$ cat src/rtl/fp_mul_pkg.sv
// -----------------------------------------------------------------------------
// fp_mul_pkg
// Shared definitions for the iterative floating-point multiplier:
//   - state_e      : FSM state encoding (ST_ROUND only with FP_MUL_ROUND_EN)
//   - fp_bias      : exponent bias for a given exponent width
//   - fp_exp_max   : all-ones exponent code (inf/NaN) for a given width
//   - fp_qnan      : canonical quiet NaN pattern, right-aligned in 64 bits
//   - fp_exp_lsb / fp_sign_pos : bit positions of the packed fields
// -----------------------------------------------------------------------------
package fp_mul_pkg;

  typedef enum logic [2:0] {
    ST_IDLE   = 3'd0,
    ST_UNPACK = 3'd1,
    ST_MULT   = 3'd2,
    ST_NORM   = 3'd3,
`ifdef FP_MUL_ROUND_EN
    ST_ROUND  = 3'd4,
`endif
    ST_DONE   = 3'd5
  } state_e;

  function automatic int fp_bias(input int exp_w);
    return (1 << (exp_w - 1)) - 1;
  endfunction

  function automatic int fp_exp_max(input int exp_w);
    return (1 << exp_w) - 1;
  endfunction

  // Sign 0, exponent all ones, fraction MSB set, everything else clear.
  function automatic logic [63:0] fp_qnan(input int exp_w, input int frac_w);
    logic [63:0] v;
    v = '0;
    for (int i = 0; i < exp_w; i++) v[frac_w + i] = 1'b1;
    v[frac_w - 1] = 1'b1;
    return v;
  endfunction

  function automatic int fp_exp_lsb(input int frac_w);
    return frac_w;
  endfunction

  function automatic int fp_sign_pos(input int exp_w, input int frac_w);
    return exp_w + frac_w;
  endfunction

endpackage

$ cat src/rtl/fp_mul_mantissa.sv
// -----------------------------------------------------------------------------
// fp_mul_mantissa
// Shift-add mantissa multiplier, one multiplier bit per step, LSB first.
// Ports:
//   clk          in   clock, rising edge
//   load         in   clear the upper half and load the multiplier
//   step         in   perform one add/shift iteration
//   multiplicand in   FRAC_W+1 bits (hidden one included)
//   multiplier   in   FRAC_W+1 bits (hidden one included)
//   product      out  2*(FRAC_W+1) bit accumulator, final after FRAC_W+1 steps
//   last         out  high during the step that completes the product
// -----------------------------------------------------------------------------
module fp_mul_mantissa
  import fp_mul_pkg::*;
#(
  parameter int FRAC_W = 23
) (
  input  logic                  clk,
  input  logic                  load,
  input  logic                  step,
  input  logic [FRAC_W:0]       multiplicand,
  input  logic [FRAC_W:0]       multiplier,
  output logic [2*FRAC_W+1:0]   product,
  output logic                  last
);

  localparam int M  = FRAC_W + 1;
  localparam int CW = $clog2(M + 1);

  logic [2*M-1:0] acc_q, acc_d;
  logic [CW-1:0]  cnt_q, cnt_d;
  logic [M:0]     psum;

  // The lower half starts as the multiplier and is consumed from bit 0 while
  // the partial sum shifts in from the top, so no separate shift register.
  always_comb begin
    psum  = {1'b0, acc_q[2*M-1:M]} + (acc_q[0] ? {1'b0, multiplicand} : '0);
    acc_d = acc_q;
    cnt_d = cnt_q;
    if (load) begin
      acc_d = {{M{1'b0}}, multiplier};
      cnt_d = '0;
    end else if (step) begin
      acc_d = {psum, acc_q[M-1:1]};
      cnt_d = cnt_q + 1'b1;
    end
  end

  always_ff @(posedge clk) begin
    acc_q <= acc_d;
    cnt_q <= cnt_d;
  end

  assign last    = step && (cnt_q == CW'(M - 1));
  assign product = acc_q;

endmodule

$ cat src/rtl/fp_multiplier_iter.sv
// -----------------------------------------------------------------------------
// fp_multiplier_iter
// Iterative floating-point multiplier: operands accepted on start/ready, the
// mantissa product is built one bit per cycle, then normalised, optionally
// rounded (FP_MUL_ROUND_EN), and presented with a one-cycle done pulse.
// Build option: define FP_MUL_ROUND_EN for round-to-nearest-even (adds the
// ROUND state, one cycle); otherwise the result is truncated.
// Ports:
//   clk        in   sole clock, rising edge
//   reset      in   synchronous, active-high
//   start      in   request, accepted while ready=1
//   a, b       in   packed operands {sign, exp, frac}
//   ready      out  high in IDLE and DONE
//   done       out  one-cycle completion pulse
//   result     out  packed product, held until the next done
//   overflow, underflow, invalid  out  status of the current result
// -----------------------------------------------------------------------------
module fp_multiplier_iter
  import fp_mul_pkg::*;
#(
  parameter int EXP_W  = 8,
  parameter int FRAC_W = 23
) (
  input  logic                    clk,
  input  logic                    reset,
  input  logic                    start,
  input  logic [EXP_W+FRAC_W:0]   a,
  input  logic [EXP_W+FRAC_W:0]   b,
  output logic                    ready,
  output logic                    done,
  output logic [EXP_W+FRAC_W:0]   result,
  output logic                    overflow,
  output logic                    underflow,
  output logic                    invalid
);

  localparam int W  = 1 + EXP_W + FRAC_W;
  localparam int M  = FRAC_W + 1;
  localparam int XW = EXP_W + 2;
  localparam int EXP_LSB  = fp_exp_lsb(FRAC_W);
  localparam int SIGN_POS = fp_sign_pos(EXP_W, FRAC_W);

  localparam logic signed [XW-1:0] BIAS    = XW'(fp_bias(EXP_W));
  localparam logic signed [XW-1:0] EXP_MAX = XW'(fp_exp_max(EXP_W));
  localparam logic signed [XW-1:0] EONE    = XW'(1);
  localparam logic signed [XW-1:0] EZERO   = '0;
  localparam logic [W-1:0]         QNAN    = W'(fp_qnan(EXP_W, FRAC_W));

  // Returns {overflow, underflow, packed result}; no denormals are produced.
  function automatic logic [W+1:0] pack_res(input logic s,
                                            input logic signed [XW-1:0] e,
                                            input logic [FRAC_W-1:0] f);
    if (e >= EXP_MAX)
      return {2'b10, s, {EXP_W{1'b1}}, {FRAC_W{1'b0}}};
    else if (e <= EZERO)
      return {2'b01, s, {(W-1){1'b0}}};
    else
      return {2'b00, s, e[EXP_W-1:0], f};
  endfunction

`ifdef FP_MUL_ROUND_EN
  // Round-to-nearest-even; returns {carry, fraction}. On carry the fraction
  // has wrapped to zero, which is exactly the renormalised 1.000... value.
  function automatic logic [FRAC_W:0] rnd_rne(input logic [FRAC_W-1:0] f,
                                              input logic g, input logic s);
    logic inc;
    inc = g & (s | f[0]);
    return {1'b0, f} + {{FRAC_W{1'b0}}, inc};
  endfunction
`endif

  state_e state_q, state_d;
  logic   unpk_ph_q;
  logic   accept;

  logic [W-1:0] a_q, b_q;
  logic         sign_q;
  logic signed [XW-1:0] exp_q;
  logic         spec_q, spec_inv_q;
  logic [W-1:0] spec_res_q;

  logic [W-1:0] result_q, result_d;
  logic         ovf_q, ovf_d, unf_q, unf_d, inv_q, inv_d;

  // ---------------------------------------------------------------- unpack
  logic [EXP_W-1:0]  ea, eb;
  logic [FRAC_W-1:0] fa, fb;
  logic a_zero, b_zero, a_inf, b_inf, a_nan, b_nan, sgn;
  logic signed [XW-1:0] exp_sum;
  logic         spec_hit, spec_inv;
  logic [W-1:0] spec_res;

  assign ea  = a_q[EXP_LSB +: EXP_W];
  assign eb  = b_q[EXP_LSB +: EXP_W];
  assign fa  = a_q[FRAC_W-1:0];
  assign fb  = b_q[FRAC_W-1:0];
  assign sgn = a_q[SIGN_POS] ^ b_q[SIGN_POS];

  // Exponent zero covers both zero and denormals: both flush to zero.
  assign a_zero = (ea == '0);
  assign b_zero = (eb == '0);
  assign a_inf  = (&ea) && (fa == '0);
  assign b_inf  = (&eb) && (fb == '0);
  assign a_nan  = (&ea) && (fa != '0);
  assign b_nan  = (&eb) && (fb != '0);

  assign exp_sum = $signed({2'b00, ea}) + $signed({2'b00, eb}) - BIAS;

  always_comb begin
    spec_hit = 1'b1;
    spec_inv = 1'b0;
    spec_res = '0;
    if (a_nan || b_nan || (a_inf && b_zero) || (b_inf && a_zero)) begin
      spec_res = QNAN;
      spec_inv = 1'b1;
    end else if (a_inf || b_inf) begin
      spec_res = {sgn, {EXP_W{1'b1}}, {FRAC_W{1'b0}}};
    end else if (a_zero || b_zero) begin
      spec_res = {sgn, {(W-1){1'b0}}};
    end else begin
      spec_hit = 1'b0;
    end
  end

  // ---------------------------------------------------------------- mult
  logic           m_load, m_step, m_last;
  logic [2*M-1:0] prod;

  assign m_load = (state_q == ST_UNPACK) && unpk_ph_q && !spec_q;
  assign m_step = (state_q == ST_MULT);

  fp_mul_mantissa #(.FRAC_W(FRAC_W)) u_mant (
    .clk          (clk),
    .load         (m_load),
    .step         (m_step),
    .multiplicand ({1'b1, fa}),
    .multiplier   ({1'b1, fb}),
    .product      (prod),
    .last         (m_last)
  );

  // ---------------------------------------------------------------- norm
  logic [FRAC_W-1:0]    nf;
  logic                 ng, ns;
  logic signed [XW-1:0] ne;

  // Product of two [1,2) mantissas lies in [1,4): at most one right shift.
  always_comb begin
    if (prod[2*M-1]) begin
      nf = prod[2*M-2 -: FRAC_W];
      ng = prod[M-1];
      ns = |prod[M-2:0];
      ne = exp_q + EONE;
    end else begin
      nf = prod[2*M-3 -: FRAC_W];
      ng = prod[M-2];
      ns = |prod[M-3:0];
      ne = exp_q;
    end
  end

`ifdef FP_MUL_ROUND_EN
  logic [FRAC_W-1:0]    frac_n_q;
  logic signed [XW-1:0] exp_n_q;
  logic                 grd_q, stk_q;
  logic [FRAC_W:0]      rnd;

  assign rnd = rnd_rne(frac_n_q, grd_q, stk_q);
`else
  // Guard and sticky are discarded when truncating.
  logic norm_unused;
  assign norm_unused = ng ^ ns;
`endif

  // ---------------------------------------------------------------- fsm
  assign accept = start && ((state_q == ST_IDLE) || (state_q == ST_DONE));

  always_ff @(posedge clk) begin
    if (reset) begin
      state_q   <= ST_IDLE;
      unpk_ph_q <= 1'b0;
    end else begin
      state_q   <= state_d;
      // UNPACK spends one cycle registering the decode, one dispatching it.
      unpk_ph_q <= (state_q == ST_UNPACK) && !unpk_ph_q;
    end
  end

  always_comb begin
    state_d = state_q;
    case (state_q)
      ST_IDLE:   if (start) state_d = ST_UNPACK;
      ST_UNPACK: if (unpk_ph_q) state_d = spec_q ? ST_DONE : ST_MULT;
      ST_MULT:   if (m_last) state_d = ST_NORM;
`ifdef FP_MUL_ROUND_EN
      ST_NORM:   state_d = ST_ROUND;
      ST_ROUND:  state_d = ST_DONE;
`else
      ST_NORM:   state_d = ST_DONE;
`endif
      ST_DONE:   state_d = start ? ST_UNPACK : ST_IDLE;
      default:   state_d = ST_IDLE;
    endcase
  end

  always_comb begin
    ready = (state_q == ST_IDLE) || (state_q == ST_DONE);
    done  = (state_q == ST_DONE);
  end

  // ---------------------------------------------------------------- datapath
  always_ff @(posedge clk) begin
    if (accept) begin
      a_q <= a;
      b_q <= b;
    end
    if ((state_q == ST_UNPACK) && !unpk_ph_q) begin
      sign_q     <= sgn;
      exp_q      <= exp_sum;
      spec_q     <= spec_hit;
      spec_inv_q <= spec_inv;
      spec_res_q <= spec_res;
    end
`ifdef FP_MUL_ROUND_EN
    if (state_q == ST_NORM) begin
      frac_n_q <= nf;
      exp_n_q  <= ne;
      grd_q    <= ng;
      stk_q    <= ns;
    end
`endif
  end

  // ---------------------------------------------------------------- output
  always_comb begin
    result_d = result_q;
    ovf_d    = ovf_q;
    unf_d    = unf_q;
    inv_d    = inv_q;
    if (state_q == ST_UNPACK) begin
      result_d = spec_res_q;
      ovf_d    = 1'b0;
      unf_d    = 1'b0;
      inv_d    = spec_inv_q;
    end else begin
`ifdef FP_MUL_ROUND_EN
      {ovf_d, unf_d, result_d} = pack_res(sign_q,
                                          rnd[FRAC_W] ? exp_n_q + EONE : exp_n_q,
                                          rnd[FRAC_W-1:0]);
`else
      {ovf_d, unf_d, result_d} = pack_res(sign_q, ne, nf);
`endif
      inv_d = 1'b0;
    end
  end

  // Result and flags change only on the edge that enters DONE.
  always_ff @(posedge clk) begin
    if (reset) begin
      result_q <= '0;
      ovf_q    <= 1'b0;
      unf_q    <= 1'b0;
      inv_q    <= 1'b0;
    end else if ((state_d == ST_DONE) && (state_q != ST_DONE)) begin
      result_q <= result_d;
      ovf_q    <= ovf_d;
      unf_q    <= unf_d;
      inv_q    <= inv_d;
    end
  end

  assign result    = result_q;
  assign overflow  = ovf_q;
  assign underflow = unf_q;
  assign invalid   = inv_q;

endmodule
$ cat config.mk
export PLATFORM = sky130hd
export DESIGN_NAME = fp_multiplier_iter
export DESIGN_NICKNAME = d
export VERILOG_FILES = /design/src/rtl/fp_mul_pkg.sv /design/src/rtl/fp_mul_mantissa.sv /design/src/rtl/fp_multiplier_iter.sv
export SDC_FILE = /design/constraint.sdc
export NUM_CORES = 1
export LEC_CHECK = 0
export ABC_AREA = 1
export ABC_CLOCK_PERIOD_IN_PS = 14600
export CAP_MARGIN = 20
export CORE_MARGIN = 2
export CORE_UTILIZATION = 55
export CTS_BUF_LIST = sky130_fd_sc_hd__clkbuf_8
export DETAILED_ROUTE_END_ITERATION = 16
export PLACE_DENSITY = 0.81
export SLEW_MARGIN = 20
export SYNTH_ARGS = -nofsm -noshare
export SYNTH_HDL_FRONTEND = slang
export SYNTH_HIERARCHICAL = 1
export SYNTH_SLANG_ARGS = --single-unit
$ cat constraint.sdc
create_clock -name clk -period 14.6 [get_ports clk]
set_input_delay 3.65 -clock clk [delete_from_list [all_inputs] [get_ports clk]]
set_output_delay 3.65 -clock clk [all_outputs]
set_load 0.005 [all_outputs]
==> results of run 1 <==
==> cell type report <==
| class | count | area (µm²) | area share |
|---|---|---|---|
| Clock buffer | 17 | 234 | 0.0207 |
| Clock inverter | 15 | 134 | 0.0119 |
| Inverter | 174 | 656 | 0.0581 |
| Multi-Input combinational cell | 830 | 4390 | 0.389 |
| Sequential cell | 172 | 4480 | 0.398 |
| Tap cell | 225 | 282 | 0.0250 |
| Timing Repair Buffer | 112 | 1100 | 0.0974 |
==> power breakdown <==
group | total [µW] | switching [µW] | internal, µW
Sequential | 616 | 51.0 | 565
Clock | 313 | 190 | 124
Combinational | 319 | 200 | 119
==> critical path: cells and delay by family (launching register included) <==
kind | cells | cell delay [ns]
and+or+nand+nor | 3 | 0.29
buffers and inverters | 3 | 0.64
DFF | 1 | 0.32
==> Yosys cell counts, types with 7 or more instances <==
cell                       instances
sky130_fd_sc_hd__nor2_1           85
sky130_fd_sc_hd__clkbuf_1         12
sky130_fd_sc_hd__nand2_1         400
sky130_fd_sc_hd__a21oi_2          20
sky130_fd_sc_hd__nor4_1           14
sky130_fd_sc_hd__a21oi_1          35
sky130_fd_sc_hd__nand3b_1          7
sky130_fd_sc_hd__ha_1             41
sky130_fd_sc_hd__xor2_1            9
sky130_fd_sc_hd__nor3_1           24
sky130_fd_sc_hd__dfxtp_1          68
sky130_fd_sc_hd__buf_2             7
sky130_fd_sc_hd__nand2_2           9
sky130_fd_sc_hd__inv_1           170
sky130_fd_sc_hd__nand4_1          18
sky130_fd_sc_hd__edfxtp_1        104
sky130_fd_sc_hd__o21ai_0          36
sky130_fd_sc_hd__nand3_1          52
sky130_fd_sc_hd__nor2_2           10
sky130_fd_sc_hd__nand3_2          25
==> state kept, by name (all words and copies together), names as in the netlist, 3 cells and up <==
name	cells
u_mant/product	48
a_q	32
spec_res_q	3
state_q	3
result	32
exp_q	10
u_mant/cnt_q	5
b_q	32
==> path summary, 6_finish.rpt <==
path | start | end | slack, ns | cells after the start
max | state_q[1]$_SDFF_PP0_ | ready | 9.23 | 6
min | u_mant/cnt_q[4]$_SDFFE_PP0P_ | u_mant/cnt_q[4]$_SDFFE_PP0P_ | 0.47 | 1
max reg2reg | state_q[1]$_SDFF_PP0_ | u_mant/product[3]$_DFFE_PP_ | 11.56 | 9
min reg2reg | u_mant/cnt_q[4]$_SDFFE_PP0P_ | u_mant/cnt_q[4]$_SDFFE_PP0P_ | 0.47 | 1
==> through the flow <==
stage | power (µW) | setup slack, ns | instance area [µm²] | hold slack [ns]
floorplan | 854 | 5.65 | 9800 | 0.422
global placement | 932 | 9.31 | 10900 | 0.436
detailed placement | 941 | 9.28 | 10900 | 0.445
CTS | 1250 | 9.19 | 11300 | 0.471
global route | 1330 | 9.04 | 11300 | 0.495
finish | 1250 | 9.23 | 11300 | 0.467
==> cells by family (layout without fill, tap and decap cells) <==
kind of cell / count (synthesis) / after routing
AND/OR/NAND/NOR: 668 / 668
buffers and inverters: 211 / 318
flip-flops: 172 / 172
AO/OA/AOI/OAI: 104 / 104
adder cells (fa/ha/maj): 43 / 43
XOR/XNOR: 13 / 13
other: 1 / 2
==> layer usage <==
layer,up-vias,part of all wire
li1,4085,-
met1,3615,0.46
met2,197,0.48
met3,30,0.044
met4,0,0.020
met5,-,0
==> results.md, run 1 <==
- The flow ran to the end, and the final reports show no timing, DRC or antenna violations.
- The total of endpoints with negative setup slack in the final report is 0.
- The root buffer cell is sky130_fd_sc_hd__clkbuf_8.
- The most frequent standard cell in the layout excluding fill and tap cells is sky130_fd_sc_hd__nand2_1.
- The initial standard-cell utilization of the core is 0.564.
- The hold buffer count at cts is 0.
- The layout overhead on the synthesized area is 15.2%.
- After global routing, the most crowded layer is met2.
- The cell area after synthesis is 9790 µm².
- The critical-path cell with the highest stage delay is sky130_fd_sc_hd__clkdlybuf4s50_1.
- The count of nets after finishing is 1,417.
- The met3 layer usage reported by global route is 0.0401.
- The class of the tightest hold or removal check is reg -> reg.
- In the layout the commonest cells are 400 x sky130_fd_sc_hd__nand2_1, 170 x sky130_fd_sc_hd__inv_1, 104 x sky130_fd_sc_hd__edfxtp_1, 103 x sky130_fd_sc_hd__clkdlybuf4s50_1, 85 x sky130_fd_sc_hd__nor2_1.
- Counting the buffers created by CTS gives 17.
- The synthesized instance count is between 1,000 and 1,500.
- The kind of start point of the critical path is a register.
- Of the post-synthesis cell area, the part taken by muxes is 0.
- Counting distinct cell types in the post-synthesis netlist gives 54.
- The data arrival time of the critical path is 1.72 ns.
- The average instance in the mapped netlist occupies slightly above 8 µm².
- The maximum number of pins on one net before global-route repair is 66.
- Summing over every cut layer, the via total after detailed routing is 7,927.
- The initial antenna violation count is 0.
- Along the worst path, the maximum fanout reaches 2.
- The clock tree synthesis step divided the H-tree into 4 levels.
- The largest family of logic cells by synthesized area is simple AND/OR/NAND/NOR gates.
- The signal on the critical path passes through inv_1 > nand2_1 > nor2_1 > inv_1 > nand2_1 > clkdlybuf4s50_1.
- The total global routing overflow is 0.
- Timing would allow up to 0.186 GHz.
- For this run, global-route usage on met1 was measured as 0.324.
- The clock skew is between 0.01 and 0.015 ns.
- The share of synthesized area in the top cell type comes to 0.319.
- The global router's overall resource usage is 0.240.
- The site row count is 48.
- STA puts the critical path data required time at 10.95 ns.
- The sum of negative setup slack is 0 ns.
- The number of gates resized after cts is 0.
- The fraction of the core area covered by cells at the end of the flow is 0.650.
- The final hold violation count came to 0.
- The number of max-slew violations in the final report came to 0.
- After clock tree synthesis, the setup repair step added 0 buffers.
- The post-placement cell count is 1,513.
- The wire-length estimate of the detail-placed layout is approximately 17,000 µm.
- After synthesis the netlist holds a flip-flop and latch count of 172.
- In this run the power density over the cells is 111 nW/µm².
- On the worst path, the slowest cell contributes a delay of 0.49 ns.
- For this design the static power due to leakage is 0.00501 µW.
- Counting flops with an async set or reset pin after synthesis yields a share of 0.
- Among all flip-flop cells after synthesis, the most frequent one is sky130_fd_sc_hd__edfxtp_1.
- The Yosys step of the flow raised 6 warnings.
- The number of buffers on the longest clock path is 2.
- The critical path class is reg -> out.
- The global placement routability congestion is 0.896.
- CTS saw 172 sinks.
- For this run, the number of standard cells in the final layout without fillers is 1,545.
- The max-capacitance violation count is 0.
- The ratio of final minimum period to clock period is 0.368.
- Using the TritonRoute via totals, the vias-per-cell ratio works out to 5.13.
- For the finished layout, the period the worst path requires is 5.37 ns.
- The detailed-route DRC error count is 0.
- TritonCTS built the clock tree.
- The sequential element share of the synthesized area is 0.458.
- The number of flops mapped to enable cells by yosys is 104.
- The number of filler instances in the final layout is around 1,500.
- The post-synthesis xor/xnor area fraction is 0.0132.
- The first routing iteration left around 520 violations.
- At the later pin of the worst-skew pair, clock insertion delay measures 0.47 ns.
- The biggest area contributor in the post-synthesis netlist is sky130_fd_sc_hd__edfxtp_1.
- Wires add up to 21,700 µm.
- In this run the remaining antenna-violating nets after routing total 0.
- Headroom to the max-slew limit came out at 0.292.
- The clock-pin slew on the worst setup and hold paths is 0.09 ns.
- The first-pass iteration count of the detailed router is 7.
- The count of input and output buffers is 103.
- The diode insertion count for antenna repair is 0.
- In the final routed layout, each cell accounts on average for 14.1 µm.
- The die covers approximately 19,000 µm².
- Across the VDD grid, the largest voltage drop is 0.0744 mV.
- The via count of the first global-routing pass is 7,319.
- Of the total synthesized cell area, the portion taken by AND, OR, NAND and NOR gates is 0.311.
- The number of top-level pins is 104.
- For the pin with the worst max-slew slack, the measured transition is 1.06 ns.
- In this run the horizontal extent of the chip is 137 µm.
- The post-synthesis compound-gate area fraction is 0.0640.
- The adder and majority gate portion of the synthesized area is 0.0565.
- The first global-routing pass estimated 35,200 µm of wire.
- The global-route track usage on met2 is 0.391.
- After synthesis, the cell types taking the most area are sky130_fd_sc_hd__edfxtp_1 32%, sky130_fd_sc_hd__nand2_1 15%, sky130_fd_sc_hd__dfxtp_1 14%, sky130_fd_sc_hd__inv_1 6.5%, sky130_fd_sc_hd__ha_1 5.2%.
- The fraction of layout instances using a drive strength above 1 is 0.0992.
- The floorplan step defined a core boundary enclosing 17,400 µm².
- From bottom edge to top edge, the die measures ~140 µm.
- Setup repair after global routing left no endpoint under its margin.
- The worst setup path is captured at a primary output.
Note: power is estimated with default switching activity, not from simulation.
==> inputs of run 2 (changes only) <==
ABC_CLOCK_PERIOD_IN_PS = 5180   (was 14600)
clock period = 5.18 ns   (was 14.6 ns; I/O delays follow)
==> run 2 against run 1 <==
Cell count about the same. Critical path depth unchanged. Setup slack got worse by 7.2 ns. Global-route usage increased by 0.78 points. Hold slack improved by 0.0098 ns. Core utilization increased by 0.41 points. Sequential cell count unchanged. Critical endpoint unchanged. Non-clock buffer count decreased by 1. Cell area increased by 0.63%.
==> results.md, run 2 (same netlist as run 1, synthesis figures left out) <==
- The tool flagged a number of max-cap violations equal to 0.
- The via count of the first global-routing pass is 7,569.
- Entering global routing, the biggest net connects 57 pins.
- The initial standard-cell utilization of the core is 0.564.
- In the final routed layout, each cell accounts on average for between 10 and 15 µm.
- The clock-pin slew on the worst setup and hold paths is 0.09 ns.
- The post-place instance area is about 11,000 µm².
- The power density relative to cell area is 324 nW/µm².
- The remaining max-slew budget at the tightest pin is 0.351.
- The first-pass iteration count of the detailed router is 5.
- The clock drives 172 sinks.
- The fmax is about 0.32 GHz.
- The floorplan step set the die width to between 100 and 150 µm.
- After legalization and detailed placement, the total HPWL measured 16,800 µm.
- The detail-routed via count per cell is 5.20.
- The kind of cell adding the most delay to the critical path is buffers and inverters.
- The worst path in the final design needs a cycle of 3.16 ns, including I/O delays and setup.
- The final antenna-violating net count is 0.
- The worst setup path is captured at a primary output.
- CTS built an H-tree with a depth of 4.
- The required time at the worst-slack endpoint is just under 4 ns.
- Hold repair after CTS inserted 0 buffers.
- The startpoint of the most critical register-to-register path is state_q[1]$_SDFF_PP0_.
- The final design area excluding fillers is approximately 11,000 µm².
- The flip-flop count of the largest register, all copies and words added is between 40 and 50.
- TritonCTS built the clock tree.
- In this run the post-CTS setup repair buffer count came out at 0.
- The global router's overall resource usage is 0.248.
- For this run, design rule violations remaining after detail routing come to 0.
- Clock tree synthesis inserted a total of 17 buffers.
- The class of the tightest hold or removal check is reg -> reg.
- The worst hold slack is 0.476 ns.
- The data arrival time of the critical path is 1.87 ns.
- The fraction of layout instances using a drive strength above 1 is 0.100.
- In the layout the commonest cells are 400 x sky130_fd_sc_hd__nand2_1, 170 x sky130_fd_sc_hd__inv_1, 104 x sky130_fd_sc_hd__edfxtp_1, 103 x sky130_fd_sc_hd__clkdlybuf4s50_1, 83 x sky130_fd_sc_hd__nor2_1.
- The number of max-slew violations in the final report is 0.
- The floorplan step defined a core boundary enclosing between 15,000 and 20,000 µm².
- The worst-case IR drop observed on VDD is 0.194 mV.
- The y dimension of the die is between 100 and 150 µm.
- The detailed-route wire length is 22,300 µm.
- The maximum net fanout on the critical path is 2.
- The root buffer cell is sky130_fd_sc_hd__clkbuf_8.
- The global placement routability congestion is 0.938.
- The most critical setup path has its startpoint at state_q[1]$_SDFF_PP0_.
- The diode insertion count for antenna repair is 0.
- The initial antenna violation count is 0.
- For this run, the post-layout net count is 1,416.
- The number of top-level pins is roughly 100.
- The first-iteration detailed-routing DRC count is 563.
- The critical path in this run is classified as reg -> out.
- The final hold violation count was 0.
- The number of buffers on the longest clock path is 2.
- The most frequent standard cell in the layout excluding fill and tap cells is sky130_fd_sc_hd__nand2_1.
- The number of gates resized after cts is 0.
- Global routing finished with a remaining overflow of 0.
- The slew of the pin with the lowest slew margin is 0.973 ns.
- The site row count is 48.
- The total of endpoints with negative setup slack in the final report is 0.
- The analysis attributes to cell leakage a power of 0.00504 µW.
- The clock skew is 0.0115 ns.
- The met1 track demand over resource is 0.332.
- STA classifies the critical path startpoint as a register.
- At the later pin of the worst-skew pair, clock insertion delay measures 0.47 ns.
- met2 is the most crowded layer.
- The signal on the critical path passes through inv_1 > nand2_1 > nor2_1 > inv_1 > nand2_1 > clkdlybuf4s50_1.
- The count of input and output buffers is ~100.
- Setup repair after global routing left no endpoint under its margin.
- Among all stages on the critical path, the largest delay is contributed by sky130_fd_sc_hd__clkdlybuf4s50_1.
- For this run, global-route usage on met2 was measured as 0.419.
- The total die area is 18,900 µm².
- The first global-routing pass estimated 36,400 µm of wire.
- The start point of the worst min-delay path is invalid$_SDFFE_PP0P_.
- Dividing the final minimum period by the clock period gives 0.610.
- On the worst path, the slowest cell contributes a delay of a little over 0.5 ns.
- Counting both buffers and inverters, the worst setup path holds a total of 3.
- The flow ran to the end, and the final reports show no timing, DRC or antenna violations.
- The total number of vias is 8,023.
- Summed over all failing endpoints, the final setup total negative slack is 0 ns.
- From synthesis to final layout, the design area changed by 15.9%.
- The met3 layer usage reported by global route is 0.0342.
## run 2: changes by cell type in the layout (fill, tap and decap cells not counted), sizes merged
cell / delta
inv: -1
clkinv: -2
bufinv: +3
buf: -1
## run 2: path summary, 6_finish.rpt
path | end | slack, ns | depth (start not counted)
worst max-delay path | ready | 2.02 | 6
worst min-delay path | invalid$_SDFFE_PP0P_ | 0.48 | 2
worst min register to register | invalid$_SDFFE_PP0P_ | 0.48 | 2
worst max register to register | u_mant/product[19]$_DFFE_PP_ | 2.31 | 8
## run 2: layer usage
layer | share of wire | vias to the layer above
met5 | 0 | -
met4 | 0.022 | 0
met3 | 0.059 | 38
met2 | 0.48 | 248
met1 | 0.44 | 3646
li1 | - | 4091
## run 2: where the power goes
part | internal (µW) | switching, µW | total, µW
Clock | 497 | 544 | 1040
Combinational | 335 | 557 | 892
Sequential | 1590 | 148 | 1740
## run 2: final cells by class
type / count / area [µm²]
tap: 225 / 282
clock buffer: 17 / 234
fill: 1430 / 6010
sequential: 172 / 4480
inverter: 174 / 656
clock inverter: 15 / 208
timing repair buffer: 111 / 1090
multi-input combinational: 830 / 4400
## run 2: through the flow
stage,power (µW),utilization,std cells,setup WS (ns)
after CTS,3680,0.654,1544,2.01
after detailed placement,2650,0.628,1512,1.85
after global routing,3880,0.654,1544,1.93
after floorplan,2400,-,1213,0.291
after global placement,2620,0.628,1512,1.93
final,3670,0.654,1544,2.02
## run 2: worst min-delay path, cell delays in order (launching register included)
cell	delay (ns)
sky130_fd_sc_hd__dfxtp_1	0.32
sky130_fd_sc_hd__nand2_1	0.06
sky130_fd_sc_hd__a21oi_1	0.06
